### src/rtl/result_display.sv
`default_nettype none
// ============================================================================
//  Module      : result_display
//  Description : Captures the 16-bit signed ALU result and overflow flag on
//                LOAD, converts the magnitude to 5 BCD digits with a
//                one-bit-per-clock double-dabble, and drives a 6-digit
//                multiplexed active-low 7-segment display (sign + 5 digits).
//                Optional macro LAMP_TEST_EN adds a LAMP_TEST input that
//                forces every segment on while held.
//  Revision    : 1.0 - initial release
// ============================================================================
module result_display #(
  parameter int SCAN_DIV = 1000
) (
  input  logic       clk,
  input  logic       rst_n,
  input  logic       R15,
  input  logic       R14,
  input  logic       R13,
  input  logic       R12,
  input  logic       R11,
  input  logic       R10,
  input  logic       R9,
  input  logic       R8,
  input  logic       R7,
  input  logic       R6,
  input  logic       R5,
  input  logic       R4,
  input  logic       R3,
  input  logic       R2,
  input  logic       R1,
  input  logic       R0,
  input  logic       OVF,
  input  logic       LOAD,
`ifdef LAMP_TEST_EN
  input  logic       LAMP_TEST,
`endif
  output logic       BUSY,
  output logic       DONE,
  output logic [6:0] SEG,
  output logic [5:0] AN
);

  // State encoding
  localparam logic [1:0] c_IDLE = 2'd0;
  localparam logic [1:0] c_CONV = 2'd1;
  localparam logic [1:0] c_SHOW = 2'd2;

  // Segment codes, active-low gfedcba
  localparam logic [6:0] c_SEG_BLANK = 7'h7F;
  localparam logic [6:0] c_SEG_MINUS = 7'h3F;
  localparam logic [6:0] c_SEG_E     = 7'h06;
  localparam logic [6:0] c_SEG_R     = 7'h2F;

  localparam int                    c_SCAN_W   = $clog2(SCAN_DIV);
  localparam logic [c_SCAN_W-1:0]   c_SCAN_MAX = c_SCAN_W'(SCAN_DIV - 1);

  logic [1:0]          r_state;
  logic [15:0]         r_mag;
  logic [19:0]         r_bcd;
  logic [4:0]          r_cnt;
  logic                r_neg;
  logic                r_err;
  logic                r_busy;
  logic                r_done;
  logic [5:0][6:0]     r_dig;
  logic [c_SCAN_W-1:0] r_scan;
  logic [2:0]          r_idx;
  logic [6:0]          r_seg;
  logic [5:0]          r_an;

  logic [15:0]         w_r;
  logic [15:0]         w_mag;
  logic [19:0]         w_bcd_adj;
  logic [5:0][6:0]     w_disp;
  logic                w_lamp;

  assign w_r = {R15, R14, R13, R12, R11, R10, R9, R8,
                R7,  R6,  R5,  R4,  R3,  R2,  R1, R0};

  // Two's-complement magnitude; 0x8000 maps to 32768 as unsigned
  assign w_mag = w_r[15] ? (~w_r + 16'd1) : w_r;

`ifdef LAMP_TEST_EN
  assign w_lamp = LAMP_TEST;
`else
  assign w_lamp = 1'b0;
`endif

  function automatic logic [6:0] seg_of(input logic [3:0] d);
    logic [6:0] s;
    case (d)
      4'd0:    s = 7'h40;
      4'd1:    s = 7'h79;
      4'd2:    s = 7'h24;
      4'd3:    s = 7'h30;
      4'd4:    s = 7'h19;
      4'd5:    s = 7'h12;
      4'd6:    s = 7'h02;
      4'd7:    s = 7'h78;
      4'd8:    s = 7'h00;
      4'd9:    s = 7'h10;
      default: s = c_SEG_BLANK;
    endcase
    return s;
  endfunction

  // Double-dabble correction: add 3 to every BCD nibble that is 5 or more
  always_comb begin
    w_bcd_adj = r_bcd;
    for (int i = 0; i < 5; i++) begin
      if (r_bcd[4*i +: 4] >= 4'd5) begin
        w_bcd_adj[4*i +: 4] = r_bcd[4*i +: 4] + 4'd3;
      end
    end
  end

  // Build the next display image with leading-zero blanking and sign
  always_comb begin
    logic nz4, nz3, nz2, nz1;
    nz4 = (r_bcd[19:16] != 4'd0);
    nz3 = nz4 | (r_bcd[15:12] != 4'd0);
    nz2 = nz3 | (r_bcd[11:8]  != 4'd0);
    nz1 = nz2 | (r_bcd[7:4]   != 4'd0);
    w_disp[5] = r_neg ? c_SEG_MINUS : c_SEG_BLANK;
    w_disp[4] = nz4 ? seg_of(r_bcd[19:16]) : c_SEG_BLANK;
    w_disp[3] = nz3 ? seg_of(r_bcd[15:12]) : c_SEG_BLANK;
    w_disp[2] = nz2 ? seg_of(r_bcd[11:8])  : c_SEG_BLANK;
    w_disp[1] = nz1 ? seg_of(r_bcd[7:4])   : c_SEG_BLANK;
    w_disp[0] = seg_of(r_bcd[3:0]);
    if (r_err) begin
      w_disp = {c_SEG_BLANK, c_SEG_BLANK, c_SEG_BLANK, c_SEG_E, c_SEG_R, c_SEG_R};
    end
  end

  // Capture / convert / publish FSM. An overflow load enters CONV with the
  // bit counter already at 16, so it publishes "Err" on the very next edge.
  // BUSY drops with the final shift; the following edge publishes the digits.
  always_ff @(posedge clk or negedge rst_n) begin
    if (!rst_n) begin
      r_state <= c_IDLE;
      r_mag   <= 16'd0;
      r_bcd   <= 20'd0;
      r_cnt   <= 5'd0;
      r_neg   <= 1'b0;
      r_err   <= 1'b0;
      r_busy  <= 1'b0;
      r_done  <= 1'b0;
      r_dig   <= {6{c_SEG_BLANK}};
    end else begin
      r_done <= 1'b0;
      case (r_state)
        c_IDLE, c_SHOW: begin
          if (LOAD) begin
            r_state <= c_CONV;
            r_bcd   <= 20'd0;
            if (OVF) begin
              r_err <= 1'b1;
              r_cnt <= 5'd16;
            end else begin
              r_err  <= 1'b0;
              r_cnt  <= 5'd0;
              r_mag  <= w_mag;
              r_neg  <= w_r[15];
              r_busy <= 1'b1;
            end
          end
        end
        c_CONV: begin
          if (r_cnt == 5'd16) begin
            r_dig   <= w_disp;
            r_done  <= 1'b1;
            r_busy  <= 1'b0;
            r_state <= c_SHOW;
          end else begin
            {r_bcd, r_mag} <= {w_bcd_adj[18:0], r_mag, 1'b0};
            r_cnt          <= r_cnt + 5'd1;
            if (r_cnt == 5'd15) begin
              r_busy <= 1'b0;
            end
          end
        end
        default: begin
          r_state <= c_IDLE;
        end
      endcase
    end
  end

  // Free-running scan prescaler and digit index 0..5
  always_ff @(posedge clk or negedge rst_n) begin
    if (!rst_n) begin
      r_scan <= '0;
      r_idx  <= 3'd0;
    end else if (r_scan == c_SCAN_MAX) begin
      r_scan <= '0;
      r_idx  <= (r_idx == 3'd5) ? 3'd0 : r_idx + 3'd1;
    end else begin
      r_scan <= r_scan + c_SCAN_W'(1);
    end
  end

  // Registered segment and anode drivers for the selected digit
  always_ff @(posedge clk or negedge rst_n) begin
    if (!rst_n) begin
      r_seg <= c_SEG_BLANK;
      r_an  <= 6'h3F;
    end else begin
      r_an  <= ~(6'd1 << r_idx);
      r_seg <= w_lamp ? 7'h00 : r_dig[r_idx];
    end
  end

  assign BUSY = r_busy;
  assign DONE = r_done;
  assign SEG  = r_seg;
  assign AN   = r_an;

endmodule
`default_nettype wire

### config.mk
export PLATFORM = sky130hd
export DESIGN_NAME = result_display
export DESIGN_NICKNAME = d
export VERILOG_FILES = /design/src/rtl/result_display.sv
export SDC_FILE = /design/constraint.sdc
export NUM_CORES = 1
export LEC_CHECK = 0
export BUFFER_PORTS_ARGS = -buffer_cell sky130_fd_sc_hd__buf_2
export CELL_PAD_IN_SITES_DETAIL_PLACEMENT = 1
export CELL_PAD_IN_SITES_GLOBAL_PLACEMENT = 1
export CORE_MARGIN = 4
export CORE_UTILIZATION = 48
export DETAILED_ROUTE_END_ITERATION = 10
export GPL_TIMING_DRIVEN = 0
export PLACE_DENSITY_LB_ADDON = 0.1
export SYNTH_ARGS = -nofsm -noshare
export SYNTH_HDL_FRONTEND = slang
export SYNTH_SLANG_ARGS = --single-unit
### constraint.sdc
create_clock -name clk -period 2 [get_ports clk]
set_clock_uncertainty 0.05 [all_clocks]
set_input_delay 0.2 -clock clk [delete_from_list [all_inputs] [get_ports clk]]
set_output_delay 0.2 -clock clk [all_outputs]
set_load 0.01 [all_outputs]
==> Word-level counts from Yosys, hierarchy flattened <==
Memories as Yosys holds them, arrays and structs flattened.
Index checks and enable logic that the tools add are counted.
Widths: inputs -> output; s select.
{ "totals": {"mem_bits_ro": 560, "word_cells": 108, "out_inout_bits": 15, "inputBits": 20, "regBits": 115, "mem_count": 5} }
{ "mem_list": {"columns": ["name", "words", "word_bits", "read_ports", "rd_ports_with_merged_regs", "wr", "line_no", "rtl"], "rows": [
  ["(no name shown)", 16, 7, 1, 0, 0, "92", "case (d)"],
  ["(no name shown)", 16, 7, 1, 0, 0, "92", null],
  ["(no name shown)", 16, 7, 1, 0, 0, "92", null],
  ["(no name shown)", 16, 7, 1, 0, 0, "92", null],
  ["(no name shown)", 16, 7, 1, 0, 0, "92", null]
]} }
{ "op_classes": {"shift": 1, "bitwise": 6, "mux": 38, "n_reduce_logical": 14, "n_lt_le_gt_ge": 6, "n_eq_ne": 11, "addsub": 9} }
{ "ops": {"columns": ["cell", "n"], "rows": [
  ["$mux 16", 4],
  ["$mux 42", 1],
  ["$mux 7", 6],
  ["$mux 20", 2],
  ["$pmux 20 s2", 1],
  ["$pmux 16 s2", 1],
  ["$bmux 7 s3", 1],
  ["$ge 4x3->1 const B", 5],
  ["$add 16x1->16 const B", 1],
  ["$add 4x2->4 const B", 4],
  ["$mux 4", 4],
  ["$not 16->16", 1],
  ["$reduce_bool 4->1", 4],
  ["$mux 5", 3],
  ["$add 10x1->10 const B", 1],
  ["$eq 10x10->1 const B", 1],
  ["$mux 10", 1],
  ["$pmux 5 s2", 1],
  ["$ne 2x2->1 const B", 4],
  ["$reduce_and 4->1", 2],
  ["$mux 1", 7],
  ["$mux 3", 2],
  ["$not 6->6", 1],
  ["$reduce_and 2->1", 3],
  ["other kinds (20)", 24]
]} }

==> Depth between registers and ports, before layout <==
Gate-level depths: netlist (run 1).
{ "depth": {"ltp_word": 6, "ltp_mapped": 8, "ltp_nobuf": 7} }

==> Worst setup path after synthesis (run 1) <==
Ideal clock, no wire load.
{ "synth_path": {"kind": "flip-flop to flip-flop", "from": "register r_bcd[12]", "to": "register r_dig[21] (netlist name)", "period_less_slack_ns": 1.698, "n_path_buf": 0, "path_slack_ns": 0.302, "t_arrival_ns": 1.568, "required_time_ns": 1.870, "path_stages_with_launch": 7, "setup_ns": 0.080, "cell_sequence": "dfrtp_1 -> inv_1 -> ha_1 -> and4bb_2 -> and2_1 -> nand3b_1 -> o22a_1"} }
{ "synth_via": {"elab_chain_len": 4, "elab_cells_between_ends": 5, "cone_classes": "mux (2); bitwise (1); reduce/logical (1); memory (1)"} }
{ "synth_rtl": {"columns": ["item", "line_no", "rtl"], "rows": [
  ["start: declaration", "60", "logic [19:0] r_bcd;"],
  ["start signal: assignment", "176", "{r_bcd, r_mag} <= {w_bcd_adj[18:0], r_mag, 1'b0};"],
  ["branches (longest 2 deep; another with $mem_v2 16x7)", null, null],
  ["$mux 7 (*)", "127", "w_disp[3] = nz3 ? seg_of(r_bcd[15:12]) : c_SEG_BLANK;"],
  ["$mux 42 (*)", "131", "if (r_err) begin"],
  ["end signal: assignment", "149", "r_dig <= {6{c_SEG_BLANK}};"],
  ["end signal: assignment", "171", "r_dig <= w_disp;"],
  ["end: declaration", "66", "logic [5:0][6:0] r_dig;"]
]} }
Every way passes the cells marked *.
A chain may end at the register's enable or synchronous reset.

==> Worst setup path after layout (run 1) <==
{ "layout_path": {"from": "register r_cnt[1]", "to": "register r_dig[12] (netlist name)"} }
{ "layout_via": {"elab_chain_len": 2} }
{ "layout_rtl": {"columns": ["item", "line_no", "rtl"], "rows": [
  ["start: declaration", "61", "logic [4:0] r_cnt;"],
  ["start signal: assignment", "177", "r_cnt <= r_cnt + 5'd1;"],
  ["$eq 5x5->1", "170", "if (r_cnt == 5'd16) begin"],
  ["$reduce_and 2->1 (no source line)", null, null]
]} }
Every way passes these cells.

==> flow_metrics.env, run 1 <==
export IMPL_cpMostUsedCell="buf_4"
export IMPL_crit_buf_inv=3
export IMPL_num_antenna_cells=0
export IMPL_detailroute_via_count=5260
export IMPL_dieArea_um2=15100
export IMPL_root_buffer="clkbuf_16"
export IMPL_max_cap_violations=0
export IMPL_cts_made_buffers=9
export IMPL_ys_ff_latch=109
export IMPL_drtAntennaViolNets=0
export IMPL_grt_pass1_vias=5485
export IMPL_synth_cell_types=61
export IMPL_post_route_min_period_ns=1.94
export IMPL_worstSetupStartpointType="flip-flop"
export IMPL_dp_hpwl_um=13100
export IMPL_crit_path_end="r_dig[12]"
export IMPL_syn_inst=657
export IMPL_hp_class="primary input to flip-flop"
export IMPL_critPathKind="flip-flop to flip-flop"
export IMPL_crit_path_top_delay_cell="dfrtp_1"
export IMPL_reg2reg_to="r_dig[12]"
export IMPL_cts_tree="yes"
export IMPL_overflow=0
export IMPL_std_cell_rows=41
export IMPL_nFillCells=1457
export IMPL_worstPathMaxFanout=5
export IMPL_slowest_delay_ns=0.40
export IMPL_drtPass1Iterations=4
export IMPL_rrSetupSlack_ns=0.06
export IMPL_placed_cells=864
export IMPL_worst_slew_pin_slew_ns=0.769
export IMPL_hold_viol_final=0
export IMPL_setup_violations=0
export IMPL_cp_startpoint="r_cnt[1]"
export IMPL_grt_max_degree=61
export IMPL_crit_required_ns=2.24
export IMPL_crit_reg2reg_launch="r_cnt[1]"
export IMPL_synth_flop_cell="dfrtp_1"
export IMPL_antenna_found_initial=0
export IMPL_max_freq_mhz=516
export IMPL_syn_num_nets=708
export IMPL_drive_gt1_frac=0.238
export IMPL_rr_worst_depth=8
export IMPL_grt_pass1_wl_um=28800
export IMPL_netlist_area_um2=6330
export IMPL_area_delta_synth_final_pct=14.3
export IMPL_nets=764
export IMPL_vias_per_cell=5.91
export IMPL_drc=0
export IMPL_synthArstFlopShare=1.00
export IMPL_pwr_density_cell_nw_per_um2=1600
export IMPL_slew_violations=0
export IMPL_status="finished, final reports clean"
export IMPL_cts_buffer_depth=2
export IMPL_drt_iter0_markers=293
export IMPL_core_um2=12800
export IMPL_fin_cells=890
export IMPL_routed_wl_um=17400
export IMPL_place_congestion=0.861
export IMPL_grtUsageTotal=0.245
export IMPL_path_depth=8
export IMPL_crit_arrival_ns=2.17
export IMPL_start_util=0.496
export IMPL_setup_tns_ns=0
export IMPL_crit_family="simple AND/OR/NAND/NOR gates"
export IMPL_cp_end_kind="flip-flop"
export IMPL_die_w_um=123
export IMPL_cts_sinks=109
export IMPL_yosys_warnings=0
export IMPL_synth_edf_count=0
export IMPL_cts_clk_slew_worst_paths_ns=0.07
export IMPL_pin_count=35
export IMPL_p_leak_nw=3.10
export IMPL_vdd_drop_max_mv=0.821
export IMPL_crit_chain="inv_1 > ha_2 > nand4bb_4 > nor3_4 > buf_4 > buf_4 > nand3_2 > o22a_1"
export IMPL_synth_seq_area_share=0.440
export IMPL_maxSlewHeadroom=0.487
export IMPL_avgSynthCellArea_um2=9.64
export IMPL_die_h_um=123
export IMPL_cts_htree_levels=3
export IMPL_routedWlPerCell_um=19.6
export IMPL_clk_latency_ns=0.35
export IMPL_io_buffer_count=34
export IMPL_min_period_over_period=0.969
[cell type report]
type / instances / area, µm² / area share
Timing Repair Buffer: 46 / 289 / 0.0399
Multi-Input combinational cell: 474 / 3330 / 0.460
Clock inverter: 5 / 57.6 / 0.00795
Inverter: 33 / 124 / 0.0171
Buffer: 40 / 198 / 0.0273
Tap cell: 172 / 215 / 0.0297
Sequential cell: 109 / 2790 / 0.386
Clock buffer: 11 / 233 / 0.0321
[cell usage after synthesis, types with 11 or more instances]
cell / instances / share of area
nand3_1: 19 / 0.015
inv_1: 33 / 0.020
o21ai_0: 42 / 0.033
o22a_1: 20 / 0.028
o211ai_1: 11 / 0.013
nand2b_1: 14 / 0.014
dfstp_2: 49 / 0.20
buf_2: 11 / 0.0087
nand2_1: 55 / 0.033
mux2i_1: 14 / 0.022
ha_1: 31 / 0.061
nor2_1: 61 / 0.036
a21oi_1: 31 / 0.024
clkbuf_1: 26 / 0.015
dfrtp_1: 60 / 0.24
o31ai_1: 14 / 0.017
[stage by stage]
stage               cell area, µm²  hold slack, ns   util  setup slack [ns]  total power [mW]
detailed placement            6750           0.210  0.528            -0.254              9.41
global route                  7240          0.0675  0.567           -0.0197              12.5
finish                        7240          0.0458  0.567            0.0628              11.6
floorplan                     6330          -0.146      -             0.302              7.61
CTS                           7120          0.0321  0.557           0.00466              11.4
global placement              6720           0.386  0.526            -0.510              9.12
[routing by layer]
| layer | track usage | vias up | share of wire |
|---|---|---|---|
| li1 | - | 2474 | - |
| met1 | 0.340 | 2694 | 0.47 |
| met2 | 0.407 | 81 | 0.47 |
| met3 | 0.0465 | 11 | 0.045 |
| met4 | 0.0406 | 0 | 0.0078 |
| met5 | 0 | - | 0 |
[worst register-to-register path, delay by kind of cell, from the launching register on]
family / cells / cell delay [ns]
fa+ha+maj: 1 / 0.21
compound gates: 1 / 0.21
flops: 1 / 0.40
simple gates: 3 / 0.62
buf+inv: 3 / 0.38
[power by group]
part           leakage [nW]  internal, mW  switching [mW]  total, mW
clock network         0.144         0.978           0.821       1.80
logic                  1.69          2.32            3.42       5.75
registers              1.27          3.34           0.684       4.03
total                  3.10          6.64            4.93       11.6
[cell families (layout without fill, tap and decap cells)]
| logic type | after synthesis | in the layout | synth area share |
|---|---|---|---|
| muxes | 27 | 27 | 0.0577 |
| buffers and inverters | 74 | 135 | 0.0472 |
| xor gates and xnor gates | 20 | 20 | 0.0277 |
| AOI/OAI and AO/OA | 175 | 175 | 0.189 |
| adders and majority gates | 31 | 31 | 0.0612 |
| and+or+nand+nor | 221 | 221 | 0.177 |
| DFF | 109 | 109 | 0.440 |
[cells in the final DEF, fill, tap and decap left out, types with 10 or more instances in the layout]
cell / synthesis / final
xnor2_1: 10 / 10
o31ai_1: 14 / 14
o22a_1: 20 / 20
buf_2: 11 / 41
dfstp_2: 49 / 49
nand3_1: 19 / 18
nor2_1: 61 / 61
clkbuf_1: 26 / 17
nand2b_1: 14 / 14
xor2_1: 10 / 10
dfrtp_1: 60 / 58
o21ai_0: 42 / 42
buf_4: 0 / 13
nor3_1: 10 / 10
nand2_1: 55 / 54
mux2i_1: 14 / 14
o211ai_1: 11 / 11
a21oi_1: 31 / 30
inv_1: 33 / 31
ha_1: 31 / 27
[what timing repair did]
item                                    in CTS  in global routing
hold endpoints to repair                    21                  0
setup buffers                                2                  8
endpoints found under the setup margin      55                 53
pin swaps                                    1                  4
resized for setup                           18                 24
hold buffers                                 1                  0
[flip-flops by register name, summed over array words and instances (netlist names)]
signal	cells
AN	6
BUSY	1
DONE	1
SEG	7
r_bcd	20
r_cnt	5
r_dig	36
r_err	1
r_idx	3
r_mag	16
r_neg	1
r_scan	10
r_state	2
[worst min path at each step]
stage                      from          to  slack, ns  depth (start not counted)
after CTS                    R0    r_mag[0]       0.03                          3
after global routing       LOAD  r_state[1]       0.07                          2
after global placement    r_neg   r_dig[41]       0.39                          1
final                        R0    r_mag[0]       0.05                          3
after detailed placement  rst_n   r_scan[8]       0.21                          1
after floorplan           rst_n        BUSY      -0.15                          0
(Power assumes the default switching activity.)
==> run 2, diff against run 1 <==
--- a/config.mk
+++ b/config.mk
@@ -13,5 +13,5 @@
 export DETAILED_ROUTE_END_ITERATION = 10
 export GPL_TIMING_DRIVEN = 0
-export PLACE_DENSITY_LB_ADDON = 0.1
+export PLACE_DENSITY_LB_ADDON = 0.12
 export SYNTH_ARGS = -nofsm -noshare
 export SYNTH_HDL_FRONTEND = slang
==> constraint.sdc (replaced) <==
create_clock -name clk -period 2 [get_ports clk]
set_clock_uncertainty 0.05 [all_clocks]
set_input_delay 0.2 -clock clk [delete_from_list [all_inputs] [get_ports clk]]
set_output_delay 0.2 -clock clk [all_outputs]
set_load 0.005 [all_outputs]
==> flow_metrics.env, run 2 (synthesized netlist as in run 1, its figures left out) <==
export IMPL_place_congestion=0.848
export IMPL_drtAntennaViolNets=0
export IMPL_root_buffer="clkbuf_16"
export IMPL_maxSlewHeadroom=0.541
export IMPL_cts_made_buffers=9
export IMPL_regMostFlops="r_dig"
export IMPL_combPwrFrac=0.487
export IMPL_detailroute_via_count=5242
export IMPL_cts_tree="yes"
export IMPL_rr_worst_depth=6
export IMPL_critPathKind="flip-flop to flip-flop"
export IMPL_layout_commonest_cell="nor2_1"
export IMPL_crit_reg2reg_launch="r_bcd[16]"
export IMPL_worstSetupStartpointType="flip-flop"
export IMPL_die_h_um=123
export IMPL_p_leak_nw=3.11
export IMPL_crit_arrival_ns=2.20
export IMPL_cts_clk_slew_worst_paths_ns=0.07
export IMPL_dp_hpwl_um=13300
export IMPL_drtPass1Iterations=4
export IMPL_grt_pass1_wl_um=29400
export IMPL_cp_end_kind="flip-flop"
export IMPL_largest_reg_flops=36
export IMPL_status="finished, final reports clean"
export IMPL_core_um2=12800
export IMPL_nFillCells=1444
export IMPL_area_delta_synth_final_pct=14.9
export IMPL_switching_share=0.423
export IMPL_drc=0
export IMPL_vdd_drop_max_mv=1.04
export IMPL_cts_sinks=109
export IMPL_reg_largest_list="r_dig x36, r_bcd x20, r_mag x16"
export IMPL_dieArea_um2=15100
export IMPL_mostFrequentLayoutCells="nor2_1, dfrtp_1, nand2_1"
export IMPL_routed_wl_um=18000
export IMPL_setup_violations=0
export IMPL_nets=762
export IMPL_grt_max_degree=65
export IMPL_start_util=0.496
export IMPL_routedWlPerCell_um=20.3
export IMPL_drive_gt1_frac=0.242
export IMPL_pin_count=35
export IMPL_hold_viol_final=0
export IMPL_io_buffer_count=34
export IMPL_p_total_mw=11.7
export IMPL_std_cell_rows=41
export IMPL_min_from="LOAD"
export IMPL_grtUsageTotal=0.250
export IMPL_min_period_over_period=0.978
export IMPL_p_sw_mw=4.96
export IMPL_post_route_min_period_ns=1.96
export IMPL_cts_htree_levels=3
export IMPL_max_freq_mhz=511
export IMPL_min_path_cells=2
export IMPL_sequentialPowerShare=0.345
export IMPL_clkPwrFrac=0.168
export IMPL_hp_class="primary input to flip-flop"
export IMPL_vias_per_cell=5.90
export IMPL_max_cap_violations=0
export IMPL_cts_buffer_depth=2
export IMPL_pwr_density_cell_nw_per_um2=1610
export IMPL_hold_worst_slack_ns=0.0509
export IMPL_die_w_um=123
export IMPL_worst_slew_pin_slew_ns=0.688
export IMPL_clk_latency_ns=0.36
export IMPL_overflow=0
export IMPL_internal_power_mw=6.75
export IMPL_cp_startpoint="r_bcd[16]"
export IMPL_rrSetupSlack_ns=0.04
export IMPL_antenna_found_initial=0
export IMPL_num_antenna_cells=0
export IMPL_crit_required_ns=2.25
export IMPL_slew_violations=0
export IMPL_grt_pass1_vias=5458
export IMPL_seqCellArea_um2=2790
export IMPL_worstPathMaxFanout=6
export IMPL_multiInputGateArea_um2=3330
export IMPL_drt_iter0_markers=301
[run 2: changes by cell type in the layout (fill, tap and decap cells not counted), sizes merged]
| cell | change |
|---|---|
| clkbuf | -1 |
| buf | -1 |
[run 2: power by group through the flow]
stage / Clock (mW) / Sequential (mW) / Combinational, mW
5_1_grt: 2.09 / 4.15 / 6.35
2_1_floorplan: 0 / 3.77 / 3.81
3_5_place_dp: 0 / 4.04 / 5.36
4_1_cts: 2.01 / 4.02 / 5.54
3_3_place_gp: 0 / 4.00 / 5.08
6_report: 1.97 / 4.04 / 5.70
[run 2: final timing paths]
check | endpoint
worst max-delay path | r_dig[17]
worst min-delay path | r_state[1]
worst max register to register | r_dig[17]
worst min register to register | r_dig[41]
max in group asynchronous | r_dig[19]
min in group asynchronous | r_scan[6]
[run 2: final cells by class]
type | count | share of cell area
clock buffers | 11 | 0.0363
multi-input cells | 474 | 0.458
repair buffers | 44 | 0.0371
inverters | 33 | 0.0174
well taps | 172 | 0.0296
flip-flops and latches | 109 | 0.384
clock inverters | 5 | 0.00997
plain buffers | 40 | 0.0279
[run 2: repair_timing]
action / CTS / global route
hold buffers: 1 / 0
hold endpoints to repair: 21 / 0
endpoints found under the setup margin: 62 / 69
resized for setup: 19 / 29
buffers inserted: 2 / 6
pin swaps: 1 / 3
[run 2: layer usage]
layer / part of all wire / global-route usage / routed length [µm] / up-vias
met5: 0 / 0 / 0 / -
met4: 0.0081 / 0.0518 / 146 / 0
met3: 0.047 / 0.0479 / 846 / 10
met2: 0.49 / 0.407 / 8780 / 90
met1: 0.46 / 0.350 / 8240 / 2682
li1: - / - / - / 2460
[run 2: through the flow]
stage               cells  worst slack [ns]  cell area (µm²)  utilization  TNS, ns
floorplan             657             0.302             6330            -        0
CTS                   883           0.00405             7170        0.561        0
finish                888            0.0444             7280        0.570        0
global placement      863            -0.525             6720        0.526   -34.06
global route          888            -0.100             7280        0.570   -0.442
detailed placement    864            -0.291             6750        0.528    -6.05
[run 2: critical path, stage by stage (launching register included)]
cell,delay (ns)
dfrtp_1,0.42
inv_1,0.18
ha_2,0.29
and4bb_2,0.30
nand4_1,0.21
a211oi_1,0.32
a21o_1,0.12
==> run 3, diff against run 2 <==
PLACE_DENSITY = 0.86   (was default)
PLACE_DENSITY_LB_ADDON = default   (was 0.12)
==> flow_metrics.env, run 3 (synthesized netlist as in run 1, its figures left out) <==
export IMPL_min_period_over_period=0.959
export IMPL_place_congestion=0.841
export IMPL_cp_end_kind="flip-flop"
export IMPL_cts_htree_levels=3
export IMPL_crit_required_ns=2.18
export IMPL_final_core_util=0.566
export IMPL_std_cell_rows=41
export IMPL_num_antenna_cells=0
export IMPL_setup_violations=0
export IMPL_routedWlPerCell_um=20.3
export IMPL_die_w_um=123
export IMPL_p_total_mw=11.6
export IMPL_cts_buffer_depth=2
export IMPL_design_area_um2=7230
export IMPL_hp_class="primary input to flip-flop"
export IMPL_max_cap_violations=0
export IMPL_worstSetupStartpointType="flip-flop"
export IMPL_area_delta_synth_final_pct=14.1
export IMPL_routed_wl_um=17900
export IMPL_grt_pass1_wl_um=29800
export IMPL_slew_violations=0
export IMPL_cts_tree="yes"
export IMPL_overflow=0
export IMPL_critPathKind="flip-flop to flip-flop"
export IMPL_grt_max_degree=63
export IMPL_layout_commonest_cell="nor2_1"
export IMPL_cts_made_buffers=9
export IMPL_dp_hpwl_um=13000
export IMPL_fin_cells=884
export IMPL_grt_setup_unrepaired="true"
export IMPL_grtUsageTotal=0.254
export IMPL_nFillCells=1460
export IMPL_place_ws_ns=-0.196
export IMPL_hold_viol_final=0
export IMPL_grt_pass1_vias=5623
export IMPL_pwr_density_cell_nw_per_um2=1610
export IMPL_worst_slack_ns=0.0827
export IMPL_p_leak_nw=3.08
export IMPL_pin_count=35
export IMPL_crit_arrival_ns=2.10
export IMPL_detailroute_via_count=5264
export IMPL_nets=758
export IMPL_vias_per_cell=5.95
export IMPL_maxSlewHeadroom=0.521
export IMPL_vdd_drop_max_mv=0.811
export IMPL_reg_largest_list="r_dig x36, r_bcd x20, r_mag x16"
export IMPL_drt_iter0_markers=276
export IMPL_regMostFlops="r_dig"
export IMPL_status="finished, final reports clean"
export IMPL_root_buffer="clkbuf_16"
export IMPL_start_util=0.496
export IMPL_place_area_um2=6750
export IMPL_clk_latency_ns=0.36
export IMPL_cts_clk_slew_worst_paths_ns=0.07
export IMPL_core_um2=12800
export IMPL_largest_reg_flops=36
export IMPL_post_route_min_period_ns=1.92
export IMPL_drive_gt1_frac=0.233
export IMPL_cts_sinks=109
export IMPL_io_buffer_count=34
export IMPL_drtAntennaViolNets=0
export IMPL_drtPass1Iterations=5
export IMPL_antenna_found_initial=0
export IMPL_dieArea_um2=15100
export IMPL_placed_cells=864
export IMPL_die_h_um=123
export IMPL_worst_slew_pin_slew_ns=0.719
export IMPL_mostFrequentLayoutCells="nor2_1, dfrtp_1, nand2_1"
export IMPL_drc=0
export IMPL_max_freq_mhz=522
export IMPL_worstPathMaxFanout=10
[run 3: cell count changes in the layout (fill, tap and decap cells not counted), sizes merged]
cell / before / now
buf: 58 / 52
clkbuf: 36 / 39
inv: 35 / 34
[run 3: worst paths after layout]
kind	slack, ns	depth (start not counted)	startpoint	end
max reg2reg	0.08	5	r_state[0]	r_mag[13]
max in group asynchronous	0.77	3	rst_n	r_dig[2]
min in group asynchronous	0.36	2	rst_n	r_bcd[15]
min reg2reg	0.41	1	r_scan[0]	r_scan[0]
min	0.04	3	R0	r_mag[0]
max	0.08	5	r_state[0]	r_mag[13]
[run 3: metrics by stage]
stage	hold slack (ns)	TNS, ns
floorplan	-0.146	0
global placement	0.384	-29.33
detailed placement	0.214	-2.54
CTS	0.0342	-0.0105
global route	0.0407	-0.183
finish	0.0430	0
[run 3: power breakdown]
| group | switching (mW) | internal, mW | total [mW] |
|---|---|---|---|
| clock network | 0.847 | 1.05 | 1.90 |
| logic | 3.41 | 2.31 | 5.72 |
| registers | 0.683 | 3.34 | 4.03 |
| total | 4.94 | 6.70 | 11.6 |
[run 3: final cells by class]
class | count | area [µm²] | area share
multi-input combinational | 474 | 3320 | 0.460
sequential | 109 | 2790 | 0.386
tap | 172 | 215 | 0.0298
buffer | 39 | 208 | 0.0287
inverter | 33 | 126 | 0.0175
clock buffer | 12 | 256 | 0.0355
timing repair buffer | 41 | 248 | 0.0343
clock inverter | 4 | 56.3 | 0.00779
[run 3: metal layers]
layer  GRT usage  share of wire
met1       0.326           0.44
met2       0.430           0.51
met3      0.0447          0.036
met4      0.0903          0.019
met5           0              0
[run 3: repair_timing]
item	in CTS	in global routing
hold buffers	1	0
buffers inserted	1	4
endpoints found under the setup margin	56	53
pin swaps	1	4
gates resized for setup	16	32
hold endpoints to repair	31	0
[run 3: critical path, cell delays in order (launching register included)]
cell	delay (ns)
dfrtp_1	0.47
nand2b_1	0.19
clkbuf_1	0.57
nor4_1	0.12
mux2i_1	0.25
o211ai_2	0.13
